$ cat src/rtl/pipeline_hazard_ctrl.sv
// Stall/flush sequencer for the 5-stage pipeline. It arbitrates between
// memory wait, load-use stalls and branch mispredict flushes. It also runs a
// memory-wait watchdog and saturating stall/flush/retire counters.
module pipeline_hazard_ctrl #(
  parameter int LU_STALL_CYCLES = 1,
  parameter int WAIT_TIMEOUT    = 256,
  parameter int CNT_W           = 32
) (
  input  logic             i_clk,
  input  logic             i_rst,
  input  logic [4:0]       i_ID_rs1_addr,
  input  logic [4:0]       i_ID_rs2_addr,
  input  logic             i_ID_rs1_use,
  input  logic             i_ID_rs2_use,
  input  logic [4:0]       i_EX_rd_addr,
  input  logic             i_EX_is_load,
  input  logic             i_EX_rdwren,
  input  logic             i_mispred_EX,
  input  logic             i_mem_wait,
  input  logic             i_insnvld_WB,
  input  logic             i_cnt_clr,
  output logic             o_pc_en,
  output logic             o_en_IF_ID,
  output logic             o_flush_IF_ID,
  output logic             o_en_ID_EX,
  output logic             o_flush_ID_EX,
  output logic             o_en_EX_M,
  output logic             o_flush_M_WB,
  output logic             o_mem_timeout,
  output logic [1:0]       o_state,
  output logic [CNT_W-1:0] o_stall_cnt,
  output logic [CNT_W-1:0] o_flush_cnt,
  output logic [CNT_W-1:0] o_retire_cnt
);

  localparam int WCNT_W = $clog2(WAIT_TIMEOUT + 1);
  localparam logic [WCNT_W-1:0] WAIT_MAX = WCNT_W'(WAIT_TIMEOUT);
  localparam logic [CNT_W-1:0]  CNT_ONE  = {{(CNT_W-1){1'b0}}, 1'b1};

  typedef enum logic [1:0] {
    S_RUN  = 2'd0,
    S_LU   = 2'd1,
    S_WAIT = 2'd2
  } state_t;

  state_t            state_q, state_d;
  logic [1:0]        lu_rem_q, lu_rem_d;
  logic              lu_pend_q, lu_pend_d;
  logic [WCNT_W-1:0] wcnt_q, wcnt_d;
  logic              tmo_q, tmo_d;
  logic [CNT_W-1:0]  stall_q, flush_q, retire_q;
  logic              hazard;
  logic              lu_active;
  logic              flush_fire;

  // Saturating increment: the counter holds at all-ones instead of wrapping.
  function automatic logic [CNT_W-1:0] sat_inc(input logic [CNT_W-1:0] v,
                                               input logic en);
    return (en && (v != '1)) ? v + CNT_ONE : v;
  endfunction

  assign hazard = i_EX_is_load & i_EX_rdwren & (i_EX_rd_addr != 5'd0) &
                  ((i_ID_rs1_use & (i_ID_rs1_addr == i_EX_rd_addr)) |
                   (i_ID_rs2_use & (i_ID_rs2_addr == i_EX_rd_addr)));

  // A load-use stall interrupted by memory wait resumes on the cycle the wait drops.
  assign lu_active = (state_q == S_LU) | ((state_q == S_WAIT) & lu_pend_q);

  // Priority arbitration of control outputs and next-state selection.
  always_comb begin
    o_pc_en       = 1'b1;
    o_en_IF_ID    = 1'b1;
    o_flush_IF_ID = 1'b0;
    o_en_ID_EX    = 1'b1;
    o_flush_ID_EX = 1'b0;
    o_en_EX_M     = 1'b1;
    o_flush_M_WB  = 1'b0;
    flush_fire    = 1'b0;
    state_d       = state_q;
    lu_rem_d      = lu_rem_q;
    lu_pend_d     = lu_pend_q;
    if (i_rst) begin
      o_pc_en       = 1'b0;
      o_en_IF_ID    = 1'b0;
      o_en_ID_EX    = 1'b0;
      o_en_EX_M     = 1'b0;
      o_flush_IF_ID = 1'b1;
      o_flush_ID_EX = 1'b1;
      o_flush_M_WB  = 1'b1;
    end else if (i_mem_wait) begin
      // Freeze everything up to M; the EX instruction re-presents later.
      o_pc_en      = 1'b0;
      o_en_IF_ID   = 1'b0;
      o_en_ID_EX   = 1'b0;
      o_en_EX_M    = 1'b0;
      o_flush_M_WB = 1'b1;
      state_d      = S_WAIT;
      if (state_q == S_LU) lu_pend_d = 1'b1;
    end else if (lu_active) begin
      o_pc_en       = 1'b0;
      o_en_IF_ID    = 1'b0;
      o_flush_ID_EX = 1'b1;
      lu_pend_d     = 1'b0;
      if (lu_rem_q > 2'd1) begin
        state_d  = S_LU;
        lu_rem_d = lu_rem_q - 2'd1;
      end else begin
        state_d  = S_RUN;
        lu_rem_d = 2'd0;
      end
    end else if (i_mispred_EX) begin
      o_flush_IF_ID = 1'b1;
      o_flush_ID_EX = 1'b1;
      flush_fire    = 1'b1;
      state_d       = S_RUN;
    end else if (hazard) begin
      o_pc_en       = 1'b0;
      o_en_IF_ID    = 1'b0;
      o_flush_ID_EX = 1'b1;
      if (LU_STALL_CYCLES == 2) begin
        state_d  = S_LU;
        lu_rem_d = 2'd1;
      end else begin
        state_d  = S_RUN;
      end
    end else begin
      state_d = S_RUN;
    end
  end

  // Watchdog: count consecutive wait cycles, saturating at the timeout.
  always_comb begin
    wcnt_d = '0;
    if (i_mem_wait) wcnt_d = (wcnt_q == WAIT_MAX) ? wcnt_q : wcnt_q + 1'b1;
    tmo_d = tmo_q | (wcnt_d == WAIT_MAX);
  end

  // State, watchdog and performance counter registers.
  always_ff @(posedge i_clk or posedge i_rst) begin
    if (i_rst) begin
      state_q   <= S_RUN;
      lu_rem_q  <= 2'd0;
      lu_pend_q <= 1'b0;
      wcnt_q    <= '0;
      tmo_q     <= 1'b0;
      stall_q   <= '0;
      flush_q   <= '0;
      retire_q  <= '0;
    end else begin
      state_q   <= state_d;
      lu_rem_q  <= lu_rem_d;
      lu_pend_q <= lu_pend_d;
      wcnt_q    <= wcnt_d;
      tmo_q     <= tmo_d;
      if (i_cnt_clr) begin
        stall_q  <= '0;
        flush_q  <= '0;
        retire_q <= '0;
      end else begin
        stall_q  <= sat_inc(stall_q, ~o_pc_en);
        flush_q  <= sat_inc(flush_q, flush_fire);
        retire_q <= sat_inc(retire_q, i_insnvld_WB);
      end
    end
  end

  assign o_state       = state_q;
  assign o_mem_timeout = tmo_q;
  assign o_stall_cnt   = stall_q;
  assign o_flush_cnt   = flush_q;
  assign o_retire_cnt  = retire_q;

endmodule

$ cat config.mk
export PLATFORM = sky130hd
export DESIGN_NAME = pipeline_hazard_ctrl
export DESIGN_NICKNAME = d
export VERILOG_FILES = /design/src/rtl/pipeline_hazard_ctrl.sv
export SDC_FILE = /design/constraint.sdc
export NUM_CORES = 1
export LEC_CHECK = 0
export CAP_MARGIN = 20
export CORE_UTILIZATION = 40
export CTS_BUF_LIST = sky130_fd_sc_hd__clkbuf_8 sky130_fd_sc_hd__clkbuf_16
export CTS_CLUSTER_SIZE = 16
export DETAILED_ROUTE_END_ITERATION = 7
export PLACE_DENSITY = 0.75
export SYNTH_ARGS = -nofsm -noshare
export SYNTH_HDL_FRONTEND = slang
export SYNTH_SLANG_ARGS = --single-unit
$ cat constraint.sdc
create_clock -name i_clk -period 4.6 [get_ports i_clk]
set_input_delay 0.69 -clock i_clk [delete_from_list [all_inputs] [get_ports i_clk]]
set_output_delay 0.69 -clock i_clk [all_outputs]
set_load 0.02 [all_outputs]
Word-level counts from Yosys, hierarchy flattened
Cells that the tools add are included.

storage, ports and cells
  flip-flop bits (word level) = 111
  latch bits = 0
  bits in writable memories = 0
  bits in read-only memories = 0
  input bits = 25
  output and inout bits = 106
  word-level logic and storage cells = 80
  memories kept = 0

operators by class
  add/sub/neg operators = 5
  multipliers = 0
  divide/modulo/power cells = 0
  order comparisons = 1
  eq/ne operators = 10
  shift operators = 0
  muxes and demuxes = 34
  bitwise operators = 12
  reductions and logical operators = 10

operators with widths
  kind                                                                             count
  32-bit 2-to-1 mux                                                                6
  32-bit by 1-bit adder with 32-bit output, second input constant                  3
  32-bit != test, second input constant                                            3
  1-bit 2-to-1 mux                                                                 23
  9-bit equality test, second input constant                                       2
  9-bit 2-to-1 mux                                                                 2
  5-bit equality test                                                              2
  9-bit by 1-bit adder with 9-bit output, second input constant                    1
  2-bit nonzero test                                                               4
  1-bit AND                                                                        6
  2-bit 2-to-1 mux                                                                 3
  3-bit AND reduction                                                              2
  5-bit nonzero test                                                               1
  1-bit logical AND                                                                3
  1-bit NOT                                                                        3
  1-bit OR                                                                         3
  2-bit by 1-bit equality test with 1-bit output, second input constant            1
  2-bit equality test, second input constant                                       1
  2-bit by 1-bit greater-than comparator with 1-bit output, second input constant  1
  2-bit by 1-bit != test with 1-bit output, second input constant                  1
  2-bit by 1-bit subtractor with 2-bit output, second input constant               1

Depth between registers and ports, before layout
  word-level depth = 13
  mapped depth = 10

Worst setup path before layout
OpenSTA, ideal clock, no wires.

  path kind = input-to-output
  start point = input i_rst
  end point = output o_flush_ID_EX
  data arrival time = 4.004 ns
  required time = 3.910 ns
  slack = -0.094 ns
  stages = 2
  path buffers = 0
  cells stage by stage = inv_1 -> o21ai_0

on the way
  cells in the longest elaborated chain, start to end = 1

ends and longest elaborated chain
  element             RTL line  source
  start: declaration  10        input logic i_rst,
  1-bit 2-to-1 mux    82        if (i_rst) begin
  end: declaration    26        output logic o_flush_ID_EX,

No other way between the ends.

Worst setup path after layout
  start point = input i_mem_wait
  end point = output o_en_IF_ID

on the way
  cells in the longest elaborated chain, start to end = 2

ends and longest elaborated chain
  element             RTL line  source
  start: declaration  19        input logic i_mem_wait,
  1-bit 2-to-1 mux    90        end else if (i_mem_wait) begin
  1-bit 2-to-1 mux    82
  end: declaration    23        output logic o_en_IF_ID,

No other way between the ends.

==> out/qor.tcl <==
set qor(combined_area_of_the_multi_input_logic_cells_sq_um) 3230
set qor(routed_wirelength_mm) 15.2
set qor(final_cells) 984
set qor(cts_buffer_depth) 2
set qor(max_frequency_mhz) 265
set qor(ys_seq_area_frac) 0.445
set qor(floorplan.die_area_sq_um) 16100
set qor(end_kind) {output pin}
set qor(area_contributors_post_synth) {dfrtp_1 45%, xor2_1 7.2%, nor2_1 4.8%}
set qor(drt_pass1_iterations) 4
set qor(async_flop_share) 1.00
set qor(std_cell_rows) 45
set qor(synth_warnings) 0
set qor(clockPowerShare) 0.406
set qor(gr-usage-met2) 0.301
set qor(syn2layout_area_growth_pct) 27.1
set qor(combinational_group_share_of_total_power) 0.073
set qor(hold_class) {flip-flop to flip-flop}
set qor(first_global_vias) 5041
set qor(register_area_sq_um) 2780
set qor(tritoncts_num_sinks) 111
set qor(initialDrtViolationCount) 339
set qor(detail_route.drc_violations) 0
set qor(height_of_the_die_microns) 127
set qor(detailed_place_hpwl_mm) 10.5
set qor(finish.utilization) 0.522
set qor(setup.worst_path.start_class) {input pin}
set qor(outcome) {finished, final reports clean}
set qor(globalplace.congestion) 0.813
set qor(setup_total_negative_slack_ps) 0
set qor(coreArea_sq_um) 15200
set qor(critical_path_class) {input pin to output pin}
set qor(power_switching_mw) 0.477
set qor(synthCells) 678
set qor(preCtsSetupSlack_ps) 856
set qor(yosysUniqueCellTypes) 59
set qor(cp.required_ps) 3910
set qor(synth.ff_latch_count) 111
set qor(layout.filler_cells) 1410
set qor(grt_busiest_layer) {met2}
set qor(leakagePower_nw) 3.16
set qor(overflow_left_after_global_routing) 0
set qor(die_width_microns) 127
set qor(final_min_period_over_clock_period) 0.821
set qor(crit_fanout) 14
set qor(fin_ws_ps) 823
set qor(num_io_pins) 131
set qor(synth.largest_area_cell) {dfrtp_1}
set qor(synth.most_common_cell) {dfrtp_1}
set qor(clk_pin_slew_worst_setup_hold_paths_ps) 70
set qor(grtUsageMet1) 0.263
set qor(seqPwrFrac) 0.521
set qor(timing.final.crit_period_ps) 3780
set qor(rsz0062_at_grt) {no}
set qor(final_worst_clock_skew_ps) 9.66
set qor(drt.antenna.violating_nets) 0
set qor(final-setup-viol-count) 0
set qor(grt_first_pass_wirelength_mm) 25.1
set qor(synth.cells.most_frequent) {111 x dfrtp_1, 80 x nor2_1, 51 x xor2_1}
set qor(cts_repair_resize_count) 0
set qor(intPower_mw) 1.43
set qor(route.vias.total) 5393
set qor(grt.met3_usage) 0.0582
set qor(post_synth_instance_area_sq_um) 6240
set qor(clk-insertion-delay-late_ps) 360
set qor(final_nets) 821
set qor(tritoncts) {built}
set qor(ir_worst_vdd_v) 0.000161
set qor(grt_start_max_net_pins) 106
set qor(postSynth.topFlopCell) {dfrtp_1}
set qor(insertedDiodeCount) 0
set qor(final_layout_size_suffix_gt1_frac) 0.0540
set qor(synth.top_cell.area_share) 0.445
set qor(route.detailed.vias_per_inst) 5.48
set qor(numCtsBuffers) 9
set qor(start_util) 0.410
set qor(timing.final.max_slew_violations) 0
set qor(max_cap_viol_count) 0
set qor(numPlacedInstances) 968
set qor(tightest_slew_margin_relative_to_the_limit) 0.255
set qor(synth.avg_cell_area_sq_um) 9.20
set qor(cts_post_setup_buffers_inserted) 0
set qor(worst_slew_pin_slew_ps) 1120
set qor(critical_path_arrival_ps) 3090
set qor(holdBufCountCts) 0
set qor(grt_antenna_before_repair) 0
set qor(switching_share) 0.251
set qor(cts_htree_levels) 3
set qor(groute.usage.overall) 0.193
set qor(synth_enable_flop_cells) 0
set qor(power.density_nw_per_um2) 240
set qor(postSynthNetCount) 708
set qor(final_hold_viol_count) 0
set qor(numPortBuffers) 130
set qor(root_buffer) {clkbuf_16}
set qor(wl_per_cell_microns) 15.5
## kinds of logic (layout without fill, tap and decap cells)
logic type | after synthesis | in the layout | synth area share
AOI/OAI and AO/OA | 88 | 88 | 0.0903
xor gates and xnor gates | 72 | 72 | 0.101
adders and majority gates | 5 | 5 | 0.0100
buffers and inverters | 50 | 168 | 0.0381
DFF | 111 | 111 | 0.445
muxes | 9 | 9 | 0.0156
and+or+nand+nor | 343 | 343 | 0.300
## power groups by stage
stage	Combinational, mW	Clock [mW]	Sequential, mW
after detailed placement	0.141	0	1.01
after global routing	0.155	0.830	0.994
after CTS	0.142	0.795	0.993
after floorplan	0.0765	0	1.02
after global placement	0.140	0	1.01
final	0.140	0.773	0.993
## sequential cells by signal, indices dropped and copies added (netlist names)
register,flops
o_flush_cnt,32
o_retire_cnt,32
o_stall_cnt,32
wcnt_q,9
lu_rem_q,2
o_state,2
lu_pend_q,1
o_mem_timeout,1
## routing by layer
layer / up-vias / wire (microns)
met1: 2592 / 7220
li1: 2669 / -
met2: 118 / 6940
met3: 14 / 852
met5: - / 0
met4: 0 / 192
## worst max-delay path, cell delays in order
cell and delay [ps]:
clkdlybuf4s50_1 590, or2_1 380, nor3_1 460, o31ai_2 210
inv_2 130, clkdlybuf4s50_1 610
## per-stage QoR
| step | cell area (sq um) | power, mW | hold slack, ps |
|---|---|---|---|
| 6_report | 7930 | 1.91 | 480 |
| 5_1_grt | 7930 | 1.98 | 512 |
| 4_1_cts | 7930 | 1.93 | 481 |
| 3_5_place_dp | 7640 | 1.15 | 465 |
| 3_3_place_gp | 7640 | 1.15 | 451 |
| 2_1_floorplan | 6240 | 1.09 | 458 |
## cell usage in the layout, fill, tap and decap left out, drive strengths merged, types with 21 or more instances in the layout
| cell | count |
|---|---|
| clkdlybuf4s50 | 129 |
| xnor2 | 21 |
| nor2 | 81 |
| nand3 | 51 |
| xor2 | 51 |
| a21oi | 27 |
| dfrtp | 111 |
| o21ai | 21 |
| nand2 | 43 |
| nand4 | 41 |
## layout make-up
cell class / instances / share of cell area
Sequential cell: 111 / 0.350
Tap cell: 188 / 0.0297
Clock buffer: 10 / 0.0301
Clock inverter: 6 / 0.00631
Multi-Input combinational cell: 517 / 0.407
Inverter: 18 / 0.00899
Timing Repair Buffer: 134 / 0.168
## final timing paths
path                                             startpoint                          end  slack (ps)  cells past startpoint
worst max register to register  o_stall_cnt[10]$_DFFE_PP0P_   o_stall_cnt[7]$_DFFE_PP0P_        1860                      6
worst max-delay path                             i_mem_wait                   o_en_IF_ID         820                      6
min in group asynchronous                             i_rst          wcnt_q[3]$_DFF_PP0_         960                      3
max in group asynchronous                             i_rst  o_flush_cnt[30]$_DFFE_PP0P_        2840                      3
worst min-delay path                o_mem_timeout$_DFF_PP0_      o_mem_timeout$_DFF_PP0_         480                      2
worst min register to register      o_mem_timeout$_DFF_PP0_      o_mem_timeout$_DFF_PP0_         480                      2
No activity file was read; power rests on OpenSTA's default activity.
==> RTL change (same settings) <==
Set the parameter `WAIT_TIMEOUT` to 512 (it was 256).
--- a/src/rtl/pipeline_hazard_ctrl.sv
+++ b/src/rtl/pipeline_hazard_ctrl.sv
@@ -3,7 +3,7 @@
 // memory-wait watchdog and saturating stall/flush/retire counters.
 module pipeline_hazard_ctrl #(
   parameter int LU_STALL_CYCLES = 1,
-  parameter int WAIT_TIMEOUT    = 256,
+  parameter int WAIT_TIMEOUT    = 512,
   parameter int CNT_W           = 32
 ) (
   input  logic             i_clk,
Function: no difference found for any inputs over 10 cycles, from zero or initial values and one cycle with i_rst high; that may be too few to reach the edited logic, so the function may still have changed.
==> RTL change against the original RTL <==
- the run now ends with design-rule violations left
- routed wire length decreased by 9.0%
- setup slack better by 0.17 ns
- area after synthesis is 1.1% lower
- via count fell by 4.9%
- critical path depth did not move
- final area decreased by 0.16%
- power grew 0.45%
- sequential cell count increased by 1
- critical endpoint is now o_pc_en
- largest cell class unchanged
- largest power group unchanged
- highest routed layer unchanged
==> RTL change: results (changes against the original RTL) <==
status:
  status: "finished with violations"
  failed_checks: "design-rule violations"
final_layout:
  drive_gt1_share_pct: 5.28  # -0.13 points
  fin_nets: 804  # -2.1%
global_route:
  grt_max_degree: 73  # -31%
  grtUsageTotal_pct: 18.1  # -1.2 points
  grt_pass1_wl_mm: 23.4  # -6.7%
  antenna_found_initial: 0  # unchanged
  grt_pass1_vias: 4868  # -3.4%
power_and_ir_drop:
  p_leak_nw: 3.14  # -0.77%
  peakVddDrop_mv: 0.189  # +18%
  p_per_area_nw_per_um2: 242  # +0.61%
  comb-power_uw: 148  # +6%
  clock_power_uw: 761  # -2%
  p_int_mw: 1.47  # +2.9%
drt:
  wl_met3_um: 642  # -25%
  wl_met1_mm: 6.63  # -8.1%
  drc: 2  # +2
  via_count: 5127  # -4.9%
  wl_met2_mm: 6.36  # -8.3%
  routed_wl_mm: 13.8  # -9.0%
  first_pass_iters: 6  # +2
  drt_iter0_drc: 302  # -11%
synth:
  synth_common_cells: "dfrtp_1, nor2_1, xnor2_1, nand2_1, nand3_1"
  syn-num-nets: 683  # -3.5%
  synth.area.top_cells: "dfrtp_1, xnor2_1, nor2_1, xor2_1, nand3_1"
  synth_fa_ha_area_share_pct: 1.01  # +0.011 points
  synth.distinct_cells: 60  # +1.7%
  yosysSeqAreaShare_pct: 45.4  # +0.90 points
  synth_xor_area_share_pct: 14.3  # +4.2 points
sta:
  tightest_slew_ns: 0.897  # -0.221 ns
  final.setup_skew_ns: 0.00595  # -0.00371 ns
cts:
  cts-root-buf: "clkbuf_16"
placement:
  dpl.hpwl_mm: 9.64  # -8.0%
worst_setup_path:
  ff2ff_setup_slack_ns: 2.07  # +0.21 ns
RTL change: path summary, 6_finish.rpt:
| path | from | to | cells past startpoint |
|---|---|---|---|
| setup / recovery | i_EX_rd_addr[1] | o_pc_en | 6 |
| hold / removal | o_mem_timeout | o_mem_timeout | 1 |
| setup reg to reg | o_stall_cnt[12] | o_stall_cnt[31] | 7 |
| hold reg to reg | o_mem_timeout | o_mem_timeout | 1 |
| max in group asynchronous | i_rst | o_retire_cnt[26] | 4 |
| min in group asynchronous | i_rst | o_state[1] | 3 |
RTL change: through the flow:
step	hold WS, ns	instances	utilization (%)	worst slack [ns]	area [µm²]
4_1_cts	0.497	964	52.2	0.980	7900
3_3_place_gp	0.477	950	50.3	0.992	7620
5_1_grt	0.522	965	52.3	0.885	7920
3_5_place_dp	0.471	950	50.3	0.980	7620
6_report	0.500	965	52.3	0.991	7920
2_1_floorplan	0.457	653	-	0.894	6170
RTL change: final cells by class:
cell class / count / area [µm²] / share of cell area, %
repair buffers: 136 / 1350 / 17.1
multi-input cells: 505 / 3210 / 40.5
flip-flops and latches: 112 / 2800 / 35.4
clock buffers: 9 / 225 / 2.84
well taps: 188 / 235 / 2.97
clock inverters: 5 / 51.3 / 0.648
inverters: 10 / 41.3 / 0.521
RTL change: routing by layer:
layer | track usage (%) | vias to the layer above
li1 | - | 2510
met1 | 24.6 | 2466
met2 | 29.0 | 137
met3 | 3.31 | 14
met4 | 6.38 | 0
met5 | 0 | -
RTL change: worst max-delay path: stages:
cell and delay (ns):
clkdlybuf4s50_1 0.47, or4_1 0.57, o211ai_2 0.18, nor2_1 0.09, a21oi_4 0.27, clkdlybuf4s50_1 0.65
